`config.mk`:
```
export PLATFORM = sky130hd
export DESIGN_NAME = seg_scan_ctrl
export DESIGN_NICKNAME = d
export VERILOG_FILES = /design/src/rtl/seg_scan_ctrl.sv
export SDC_FILE = /design/constraint.sdc
export NUM_CORES = 1
export LEC_CHECK = 0
export ABC_CLOCK_PERIOD_IN_PS = 2600
export CORE_ASPECT_RATIO = 0.8
export CORE_MARGIN = 4
export CORE_UTILIZATION = 55
export CTS_BUF_LIST = sky130_fd_sc_hd__clkbuf_16
export CTS_CLUSTER_DIAMETER = 100
export DETAILED_ROUTE_END_ITERATION = 7
export PLACE_DENSITY_LB_ADDON = 0.12
export SYNTH_ARGS = -nofsm -noshare
export SYNTH_HDL_FRONTEND = slang
export SYNTH_SLANG_ARGS = --single-unit
export TNS_END_PERCENT = 5
```
`constraint.sdc`:
```
create_clock -name clk -period 2.6 [get_ports clk]
set_clock_uncertainty 0.1 [all_clocks]
set_input_delay 0.52 -clock clk [delete_from_list [all_inputs] [get_ports clk]]
set_output_delay 0.52 -clock clk [all_outputs]
set_load 0.005 [all_outputs]
```
`src/rtl/seg_scan_ctrl.sv`:
```
// seg_scan_ctrl: signed binary to sign+BCD (shift-add-3) with time-multiplexed digit scan.
// Build option: SEG_LEADING_ZERO_BLANK_EN blanks leading zero digits at display load.
module seg_scan_ctrl #(
    parameter int WIDTH    = 6,
    parameter int DIGITS   = 2,
    parameter int SCAN_DIV = 16
) (
    input  logic              clk,
    input  logic              rst_n,
    input  logic [WIDTH-1:0]  bin,
    input  logic              load,
    output logic              busy,
    output logic              done,
    output logic [DIGITS:0]   digit_sel,
    output logic [3:0]        digit_val
);
    localparam int CW = $clog2(WIDTH + 1);
    localparam int DW = (SCAN_DIV > 1) ? $clog2(SCAN_DIV) : 1;
    localparam logic [3:0] MINUS = 4'b1010;
    localparam logic [3:0] BLANK = 4'b1111;

    typedef enum logic [1:0] {IDLE, CONV, DONE} state_t;

    state_t               r_state;
    state_t               w_next;
    logic [WIDTH-1:0]     r_mag;
    logic [WIDTH-1:0]     w_neg;
    logic [4*DIGITS-1:0]  r_bcd;
    logic [4*DIGITS-1:0]  w_bcd_adj;
    logic [4*DIGITS-1:0]  w_disp_next;
    logic [4*DIGITS-1:0]  r_disp;
    logic [CW-1:0]        r_cnt;
    logic [3:0]           r_sign;
    logic [3:0]           r_disp_sign;
    logic [DW-1:0]        r_div;
    logic [DIGITS:0]      r_sel;
    logic                 w_last;
`ifdef SEG_LEADING_ZERO_BLANK_EN
    logic                 w_lead;
`endif

    assign w_neg  = ~bin + {{(WIDTH-1){1'b0}}, 1'b1};
    assign w_last = (r_cnt == CW'(WIDTH - 1));

    always_ff @(posedge clk or negedge rst_n) begin
        if (!rst_n) r_state <= IDLE;
        else        r_state <= w_next;
    end

    always_comb begin
        w_next = r_state;
        busy   = 1'b0;
        done   = 1'b0;
        case (r_state)
            IDLE: if (load) w_next = CONV;
            CONV: begin
                busy = 1'b1;
                if (w_last) w_next = DONE;
            end
            DONE: begin
                busy   = 1'b1;
                done   = 1'b1;
                w_next = IDLE;
            end
            default: w_next = IDLE;
        endcase
    end

    // Add-3 correction applied before the shift so each nibble stays a valid BCD digit.
    always_comb begin
        w_bcd_adj = r_bcd;
        for (int unsigned i = 0; i < DIGITS; i++) begin
            if (r_bcd[4*i +: 4] >= 4'd5)
                w_bcd_adj[4*i +: 4] = r_bcd[4*i +: 4] + 4'd3;
        end
    end

    always_comb begin
        w_disp_next = r_bcd;
`ifdef SEG_LEADING_ZERO_BLANK_EN
        // Walk down from the top digit; digit 0 is never blanked.
        w_lead = 1'b1;
        for (int unsigned k = 0; k < DIGITS - 1; k++) begin
            if (w_lead && (r_bcd[4*(DIGITS-1-k) +: 4] == 4'd0))
                w_disp_next[4*(DIGITS-1-k) +: 4] = BLANK;
            else
                w_lead = 1'b0;
        end
`endif
    end

    always_ff @(posedge clk or negedge rst_n) begin
        if (!rst_n) begin
            r_mag       <= '0;
            r_bcd       <= '0;
            r_cnt       <= '0;
            r_sign      <= BLANK;
            r_disp      <= '0;
            r_disp_sign <= BLANK;
        end else begin
            case (r_state)
                IDLE: if (load) begin
                    r_mag  <= bin[WIDTH-1] ? w_neg : bin;
                    r_sign <= bin[WIDTH-1] ? MINUS : BLANK;
                    r_bcd  <= '0;
                    r_cnt  <= '0;
                end
                CONV: begin
                    {r_bcd, r_mag} <= {w_bcd_adj, r_mag} << 1;
                    r_cnt          <= r_cnt + 1'b1;
                end
                DONE: begin
                    r_disp      <= w_disp_next;
                    r_disp_sign <= r_sign;
                end
                default: ;
            endcase
        end
    end

    always_ff @(posedge clk or negedge rst_n) begin
        if (!rst_n) begin
            r_div <= '0;
            r_sel <= (DIGITS+1)'(1);
        end else if (r_div == DW'(SCAN_DIV - 1)) begin
            r_div <= '0;
            r_sel <= {r_sel[DIGITS-1:0], r_sel[DIGITS]};
        end else begin
            r_div <= r_div + 1'b1;
        end
    end

    assign digit_sel = r_sel;

    always_comb begin
        digit_val = '0;
        if (r_sel[DIGITS]) digit_val = r_disp_sign;
        for (int unsigned i = 0; i < DIGITS; i++) begin
            if (r_sel[i]) digit_val = r_disp[4*i +: 4];
        end
    end

endmodule
```
## Word level (Yosys, flattened, before mapping)

Index checks and enable logic that the tools add are counted.

- $add $sub $neg: 5
- Magnitude comparators: 2
- Equality and inequality tests: 6
- Mux-type cells: 19
- Bitwise operators: 1
- Reductions and logical operators: 6

Operators by type and width:

| cell | number |
|---|---|
| two-way mux 4 bit | 5 |
| case mux 8 bit (2 select lines) | 1 |
| two-way mux 6 bit | 2 |
| case mux 6 bit (2 select lines) | 1 |
| two-way mux 3 bit | 3 |
| greater-or-equal comparator 4 x 3 -> 1 bit, second input constant | 2 |
| two-way mux 8 bit | 1 |
| adder 6 x 1 -> 6 bit, second input constant | 1 |
| NOT 6 bit | 1 |
| case mux 3 bit (2 select lines) | 1 |
| AND reduction 2 bit | 3 |
| adder 4 x 1 -> 4 bit, second input constant | 1 |
| adder 4 x 2 -> 4 bit, second input constant | 1 |
| == test 4 bit, second input constant | 1 |
| two-way mux 2 bit | 2 |
| != test 2 bit, second input constant | 2 |
| case mux 2 bit (2 select lines) | 1 |
| adder 3 x 1 -> 3 bit, second input constant | 1 |
| adder 3 x 2 -> 3 bit, second input constant | 1 |
| == test 3 bit, second input constant | 1 |
| == test 2 x 1 -> 1 bit, second input constant | 1 |
| == test 2 bit, second input constant | 1 |
| zero test 2 bit | 1 |
| two-way mux 1 bit | 2 |
| other kinds (2) | 2 |

- Flip-flop bits (word level): 42
- Input bits: 9
- Output and inout bits: 9
- Word-level logic and storage cells: 48

## Depth between registers and ports, before layout

Gate-level depths: netlist of run 1.

- Depth after elaboration: 5
- Gate-level depth with buffers: 7

## Least setup slack after synthesis of run 1

OpenSTA, ideal clock, no wires.

- Path type: register to output
- Start: register r_sel[0] (netlist: digit_sel[0])
- End: output port digit_val[0]
- Data arrival time: 0.974 ns
- Required time: 1.980 ns
- Slack: 1.006 ns
- Cell stages (with the launch flop): 5
- Buffers on the path: 0
- Path through: dfstp_2 nor2b_1 and2_1 a21oi_1 o21ai_1

- Cells in the longest elaborated chain, start to end: 2

Ends and longest elaborated chain:

| item | line | RTL |
|---|---|---|
| from (decl) | 36 | `logic [DIGITS:0] r_sel;` |
| from (signal assigned) | 124 | `r_sel <= (DIGITS+1)'(1);` |
| from (signal assigned) | 127 | `r_sel <= {r_sel[DIGITS-1:0], r_sel[DIGITS]};` |
| two-way mux 4 bit (2 in series) | 139 | `if (r_sel[i]) digit_val = r_disp[4*i +: 4];` |
| to (decl) | 15 | `output logic [3:0] digit_val` |

No other way between the ends.

## Worst setup path after layout of run 1

- Start: register r_sel[0] (netlist: digit_sel[0])
- End: output port digit_val[2]

The elaborated chain is that of the path after synthesis.

==> summary.md, run 1 <==
| Metric | Value |
|---|---|
| Post-CTS sizing | `0` |
| Initial antenna violation count | `0` |
| F_max | `421 MHz` |
| FFs w/ async S/R, synth | `100%` |
| Fin. max-slew vios | `0` |
| Vias per cell | `5.56` |
| EDFF count, synth | `0` |
| Compound-Gate Fraction of Synth Area | `15.9%` |
| Final Cycle Share | `about nine tenths` |
| Flop-to-flop setup slack | `620 ps` |
| Vias in the first global route | `1271` |
| Total die area | `4380 µm²` |
| Synth Cell Area | `1860 µm²` |
| Final setup viols | `0` |
| Status | `complete, no violations` |
| Pleak | `about 1.0 nW` |
| Detailed-route DRC error count | `0` |
| IO Pins | `18` |
| Sw frac | `34.8%` |
| Die extent in y | `between 50 and 60 µm` |
| Commonest cells after routing, fill and taps aside | `dfrtp_1 (33), clkdlybuf4s50_1 (17), nand2_1 (16), inv_1 (12), o21ai_1 (12)` |
| Vias | `roughly 1300` |
| Ys Warns | `0` |
| Hold Buf Count CTS | `0` |
| Hold slack | `367 ps` |
| Share of layout cells above drive strength 1 | `18.0%` |
| DRT Wirelength | `about 3.4 mm` |
| Dpl hpwl | `2.57 mm` |
| Final min period | `2370 ps` |
| Avg Cell Area, Syn | `about 11 µm²` |
| Critical path startpoint category | `register` |
| DRT iter0 DRCs | `49` |
| Post-synth top flop | `dfrtp_1` |
| First-pass GRT wire length | `5.96 mm` |
| NetSw | `between 0.0007 and 0.0008 W` |
| Synthesized Nets | `approximately 190` |
| Initial DRT Pass Iterations | `4` |
| Largest family of logic cells by synthesized area | `compound AO/OA/AOI/OAI gates` |
| Final hold violations | `0` |
| Synth Area in Simple Gates | `11.7%` |
| Setup TNS | `0 ps` |
| XOR/XNOR Fraction of Synth Area | `2.83%` |
| Setup bufs post-CTS | `0` |
| Worst slew pin tran | `~530 ps` |
| Num CTS Buffers | `5` |
| ANT nets after route | `0` |
| Clk pwr share | `26.1%` |
| Starting Density | `58.9%` |
| Routability cong. | `between 0.7 and 0.8` |
| CP bufs+invs | `1` |
| CP endpoint kind | `output pin` |
| Area growth from synthesis to layout | `18.8%` |
| PortBufs | `17` |
| CP max stage cell | `dfstp_2` |
| Row count | `18` |
| Max VDD drop | `0.570 mV` |
| Longest Clk Path Bufs | `2` |
| Largest stage delay, worst path | `590 ps` |
| GRT Overall Usage | `18.5%` |
| Sequential fraction of the synthesis area | `between 40% and 50%` |
| Worst slew margin | `64.4%` |
| Sequential power share | `38.2%` |
| Die X | `~73 µm` |
| CTS tree | `built` |
| Commonest non-fill, non-tap cell in the layout | `dfrtp_1` |
| Max-cap viol count | `0` |
| Synth Register Bits | `36` |
| Mean routed wirelength per cell | `~15 µm` |
| Combinational share of power | `between 30% and 40%` |
| Antenna diodes | `0` |
| Sink Count | `36` |
| Adder-cell share of the synthesized area | `7.41%` |
| Clock latency on the worst-skew pair | `280 ps` |
| Critical Path RT | `1980 ps` |
| Largest delay share family, worst path | `flip-flops` |
| H-Tree Level Count | `2` |
| Fin nets | `213` |
| Largest net degree at the start of global routing | `37` |
| Grt ovf | `0` |
| Core region area | `3150 µm²` |
| Synthesized instance count | `around 170` |
| Worst-path maximum fanout | `8` |
| Critical path data arrival time | `~1800 ps` |
| Cell Chain, Critical Path | `nor2b_1, and2_1, a21oi_1, o21ai_1, clkdlybuf4s50_1` |
| Worst Hold Class | `register to register` |
| Cell Pwr Density | `965 nW/µm²` |
| Synth cell types | `43` |
| Pint | `~0.0014 W` |
| Unrepaired setup endpoints after global routing | `false` |
| CTS root buf | `clkbuf_16` |
| Setup CP Type | `register to output pin` |
| Fraction of synthesized area in multiplexers | `around 9.7%` |
| Clock transition at the registers of the reported paths | `50 ps` |
## synth_stat cells (2+ instances only)
| master | n | area share [%] |
|---|---|---|
| mux2i_1 | 3 | 1.6 |
| buf_2 | 2 | 0.54 |
| a32o_1 | 2 | 1.1 |
| ha_1 | 11 | 7.4 |
| mux2_2 | 9 | 5.5 |
| o22ai_1 | 3 | 1.0 |
| o21a_1 | 2 | 0.81 |
| a21oi_1 | 9 | 2.4 |
| dfstp_2 | 3 | 4.2 |
| o21ai_1 | 12 | 3.2 |
| nor2_2 | 2 | 0.67 |
| nand2b_1 | 4 | 1.3 |
| mux2_1 | 3 | 1.8 |
| dfrtp_1 | 33 | 44 |
| o21ai_2 | 5 | 2.4 |
| nor2_1 | 2 | 0.40 |
| o31ai_1 | 4 | 1.6 |
| nand3_1 | 5 | 1.3 |
| inv_1 | 12 | 2.4 |
| nand2_1 | 16 | 3.2 |
| xor2_1 | 2 | 0.94 |
| xnor2_1 | 4 | 1.9 |
| nand2_2 | 2 | 0.67 |
| nor3_1 | 2 | 0.54 |
## worst paths after layout
| kind | endpoint | cells past startpoint | start |
|---|---|---|---|
| worst max-delay path | digit_val[2] | 5 | digit_sel[0] |
| worst max register to register | r_bcd[7] | 6 | r_state[1] |
| worst min-delay path | r_sign[0] | 2 | r_sign[0] |
| worst min register to register | r_sign[0] | 2 | r_sign[0] |
| max in group asynchronous | r_disp_sign[0] | 2 | rst_n |
| min in group asynchronous | r_bcd[0] | 2 | rst_n |
## state kept, by name, summed over array words and instances (netlist names)
| register | flops |
|---|---|
| r_sign | 1 |
| r_div | 4 |
| r_disp | 8 |
| r_state | 2 |
| r_cnt | 3 |
| digit_sel | 3 |
| r_mag | 6 |
| r_bcd | 8 |
| r_disp_sign | 1 |
## stage by stage
| step | util [%] | instances | worst slack, ps | area, µm² | power (W) |
|---|---|---|---|---|---|
| global route | 70.0 | 234 | 103 | 2210 | 0.00229 |
| global placement | 65.6 | 226 | 498 | 2070 | 0.00155 |
| CTS | 70.0 | 234 | 225 | 2210 | 0.00215 |
| finish | 70.0 | 234 | 227 | 2210 | 0.00213 |
| floorplan | - | 171 | 1010 | 1860 | 0.00140 |
| detailed placement | 65.6 | 226 | 423 | 2070 | 0.00159 |
## final cells by class
cell class | instances | area [µm²]
fill | 238 | 947
sequential | 36 | 905
multi-input combinational | 119 | 882
timing repair buffer | 19 | 185
clock buffer | 5 | 125
tap | 40 | 50.0
inverter | 12 | 45.0
clock inverter | 3 | 13.8
## worst min-delay path: stages (launching register included)
cell and delay [ps]:
dfstp_2 360, nand2_1 40, o21ai_1 60
## routing by layer
| layer | GRT usage, % | part of all wire, % | vias up | wire length, µm |
|---|---|---|---|---|
| li1 | - | - | 651 | - |
| met1 | 23.4 | 46 | 633 | 1590 |
| met2 | 29.6 | 50 | 14 | 1700 |
| met3 | 5.04 | 2.3 | 4 | 80 |
| met4 | 8.68 | 1.6 | 0 | 54 |
| met5 | 0 | 0 | - | 0 |
## power groups by stage
stage          clock [W]  combinational [W]  sequential (W)
2_1_floorplan          0           0.000610        0.000794
3_3_place_gp           0           0.000729        0.000817
3_5_place_dp           0           0.000762        0.000824
4_1_cts         0.000572           0.000766        0.000815
5_1_grt         0.000593           0.000857        0.000836
6_report        0.000555           0.000759        0.000814
## logic make-up after synthesis
logic type,after synthesis
flops,36
fa+ha+maj,11
xor+xnor,6
buf+inv,16
compound gates,45
mux,16
simple gates,41
Power figures use the tool's default switching activity.
==> inputs of run 2 (changes only) <==
CORE_UTILIZATION = 40   (was 55)
==> summary.md, run 2 (synthesis results as in run 1) <==
| Metric | Value |
|---|---|
| Status | `complete, no violations (unchanged)` |
| ANT nets after route | `0 (unchanged)` |
| H-Tree Level Count | `2 (unchanged)` |
| Setup bufs post-CTS | `0 (unchanged)` |
| Largest delay share family, worst path | `flip-flops (unchanged)` |
| Routability cong. | `0.739 (was 0.761)` |
| Worst Hold Class | `register to register (unchanged)` |
| Detailed-route DRC error count | `0 (unchanged)` |
| CTS root buf | `clkbuf_16 (unchanged)` |
| Final min period | `2380 ps (was 2370 ps)` |
| CP max stage cell | `dfstp_2 (unchanged)` |
| Worst slew pin tran | `514 ps (was 534 ps)` |
| CP bufs+invs | `1 (unchanged)` |
| IO Pins | `18 (unchanged)` |
| Final core utilization | `51.9% (was 70.0%)` |
| Antenna diodes | `0 (unchanged)` |
| PortBufs | `17 (unchanged)` |
| Largest net degree at the start of global routing | `37 (unchanged)` |
| F_max | `419 MHz (was 421 MHz)` |
| Mean routed wirelength per cell | `14.0 µm (was 14.6 µm)` |
| Unrepaired setup endpoints after global routing | `false (unchanged)` |
| Worst-path maximum fanout | `8 (unchanged)` |
| Fin nets | `213 (unchanged)` |
| Vias | `1269 (was 1302)` |
| Initial antenna violation count | `0 (unchanged)` |
| Flop-to-flop setup slack | `620 ps (about the same)` |
| GRT Overall Usage | `13.8% (was 18.5%)` |
| Total die area | `5800 µm² (was 4380 µm²)` |
| Max-cap viol count | `0 (unchanged)` |
| Biggest regs | `r_bcd: 8 flops, r_disp: 8 flops, r_mag: 6 flops (unchanged)` |
| Grt ovf | `0 (unchanged)` |
| Critical Path RT | `1980 ps (about the same)` |
| Register area | `905 µm² (unchanged)` |
| Final Cycle Share | `91.7% (was 91.3%)` |
| Final setup viols | `0 (unchanged)` |
| Critical path startpoint category | `register (unchanged)` |
| Pleak | `1.01 nW (was 0.999 nW)` |
| DRT iter0 DRCs | `68 (was 49)` |
| Final hold violations | `0 (unchanged)` |
| Max VDD drop | `0.555 mV (was 0.570 mV)` |
| Dpl hpwl | `2.60 mm (was 2.57 mm)` |
| Longest Clk Path Bufs | `2 (unchanged)` |
| Initial DRT Pass Iterations | `4 (unchanged)` |
| Fin. max-slew vios | `0 (unchanged)` |
| Num CTS Buffers | `5 (unchanged)` |
| Share of layout cells above drive strength 1 | `18.0% (unchanged)` |
| Critical path data arrival time | `1760 ps (was 1750 ps)` |
| Fillers | `408 (was 238)` |
| DRT Wirelength | `3.52 mm (was 3.42 mm)` |
| Cell Chain, Critical Path | `nor2b_1, and2_1, a21oi_1, o21ai_1, clkdlybuf4s50_1 (unchanged)` |
| Vias per cell | `5.06 (was 5.56)` |
| Hold Buf Count CTS | `0 (unchanged)` |
| Largest stage delay, worst path | `580 ps (was 590 ps)` |
| Cell Pwr Density | `992 nW/µm² (was 965 nW/µm²)` |
| CTS tree | `built (unchanged)` |
| Multi-input gate area | `882 µm² (unchanged)` |
| Core region area | `4340 µm² (was 3150 µm²)` |
| Commonest non-fill, non-tap cell in the layout | `dfrtp_1 (unchanged)` |
| Row count | `21 (was 18)` |
| Clock latency on the worst-skew pair | `270 ps (was 280 ps)` |
| Worst slew margin | `65.7% (was 64.4%)` |
| First-pass GRT wire length | `6.20 mm (was 5.96 mm)` |
| CP endpoint kind | `output pin (unchanged)` |
| Clock transition at the registers of the reported paths | `50 ps (about the same)` |
| Vias in the first global route | `1314 (was 1271)` |
| Commonest cells after routing, fill and taps aside | `dfrtp_1 (33), clkdlybuf4s50_1 (17), nand2_1 (16), inv_1 (13), o21ai_1 (12) (was dfrtp_1 (33), clkdlybuf4s50_1 (17), nand2_1 (16), inv_1 (12), o21ai_1 (12))` |
| Setup TNS | `0 ps (unchanged)` |
| Die X | `84.2 µm (was 73.0 µm)` |
| Hold slack | `373 ps (was 367 ps)` |
| Total power | `0.00223 W (was 0.00213 W)` |
| Sink Count | `36 (unchanged)` |
| Starting Density | `42.8% (was 58.9%)` |
| Die extent in y | `68.9 µm (was 60.0 µm)` |
| Setup CP Type | `register to output pin (unchanged)` |
| Post-CTS sizing | `0 (unchanged)` |
| Area growth from synthesis to layout | `21.3% (was 18.8%)` |
==> run 2: where the power goes <==
part	leakage, nW	internal (W)	switching (W)
clock	0.0850	0.000446	0.000213
combinational	0.455	0.000329	0.000432
sequential	0.473	0.000712	0.000103
total	1.01	0.00149	0.000748
==> run 2: final timing paths <==
check / startpoint / end / depth (start not counted)
max in group asynchronous: rst_n / r_sign[0] / 2
setup / recovery: digit_sel[0] / digit_val[2] / 5
hold / removal: r_sign[0] / r_sign[0] / 2
min in group asynchronous: rst_n / r_state[1] / 2
setup reg to reg: r_state[1] / r_bcd[3] / 6
hold reg to reg: r_sign[0] / r_sign[0] / 2
==> run 2: final cells by class <==
cell class              count  share of cell area, %
clock inverters             3                   1.72
well taps                  57                   3.17
flip-flops and latches     36                   40.2
multi-input cells         119                   39.2
clock buffers               5                   5.56
repair buffers             19                   8.22
inverters                  12                   2.00
==> run 2: worst reg2reg max path, cell delays in order (launching register included) <==
cell and delay (ps):
dfrtp_1 380, inv_1 100, ha_1 490, nor2_1 140, nor2_2 310, o31ai_1 130, a32o_1 220
==> run 2: per-stage QoR <==
| step | instances | setup WS, ps | cell area (µm²) |
|---|---|---|---|
| after floorplan | 171 | 1010 | 1860 |
| after global placement | 243 | 497 | 2090 |
| after detailed placement | 243 | 415 | 2090 |
| after CTS | 251 | 196 | 2250 |
| after global routing | 251 | 109 | 2250 |
| final | 251 | 216 | 2250 |
==> run 2: metal layers <==
metal  GRT usage, %  vias to the layer above  part of all wire, %
li1               -                      653                    -
met5              0                        -                    0
met1           17.9                      605                   51
met4           6.22                        0                  1.4
met3           4.04                        5                  2.3
met2           21.8                        6                   45
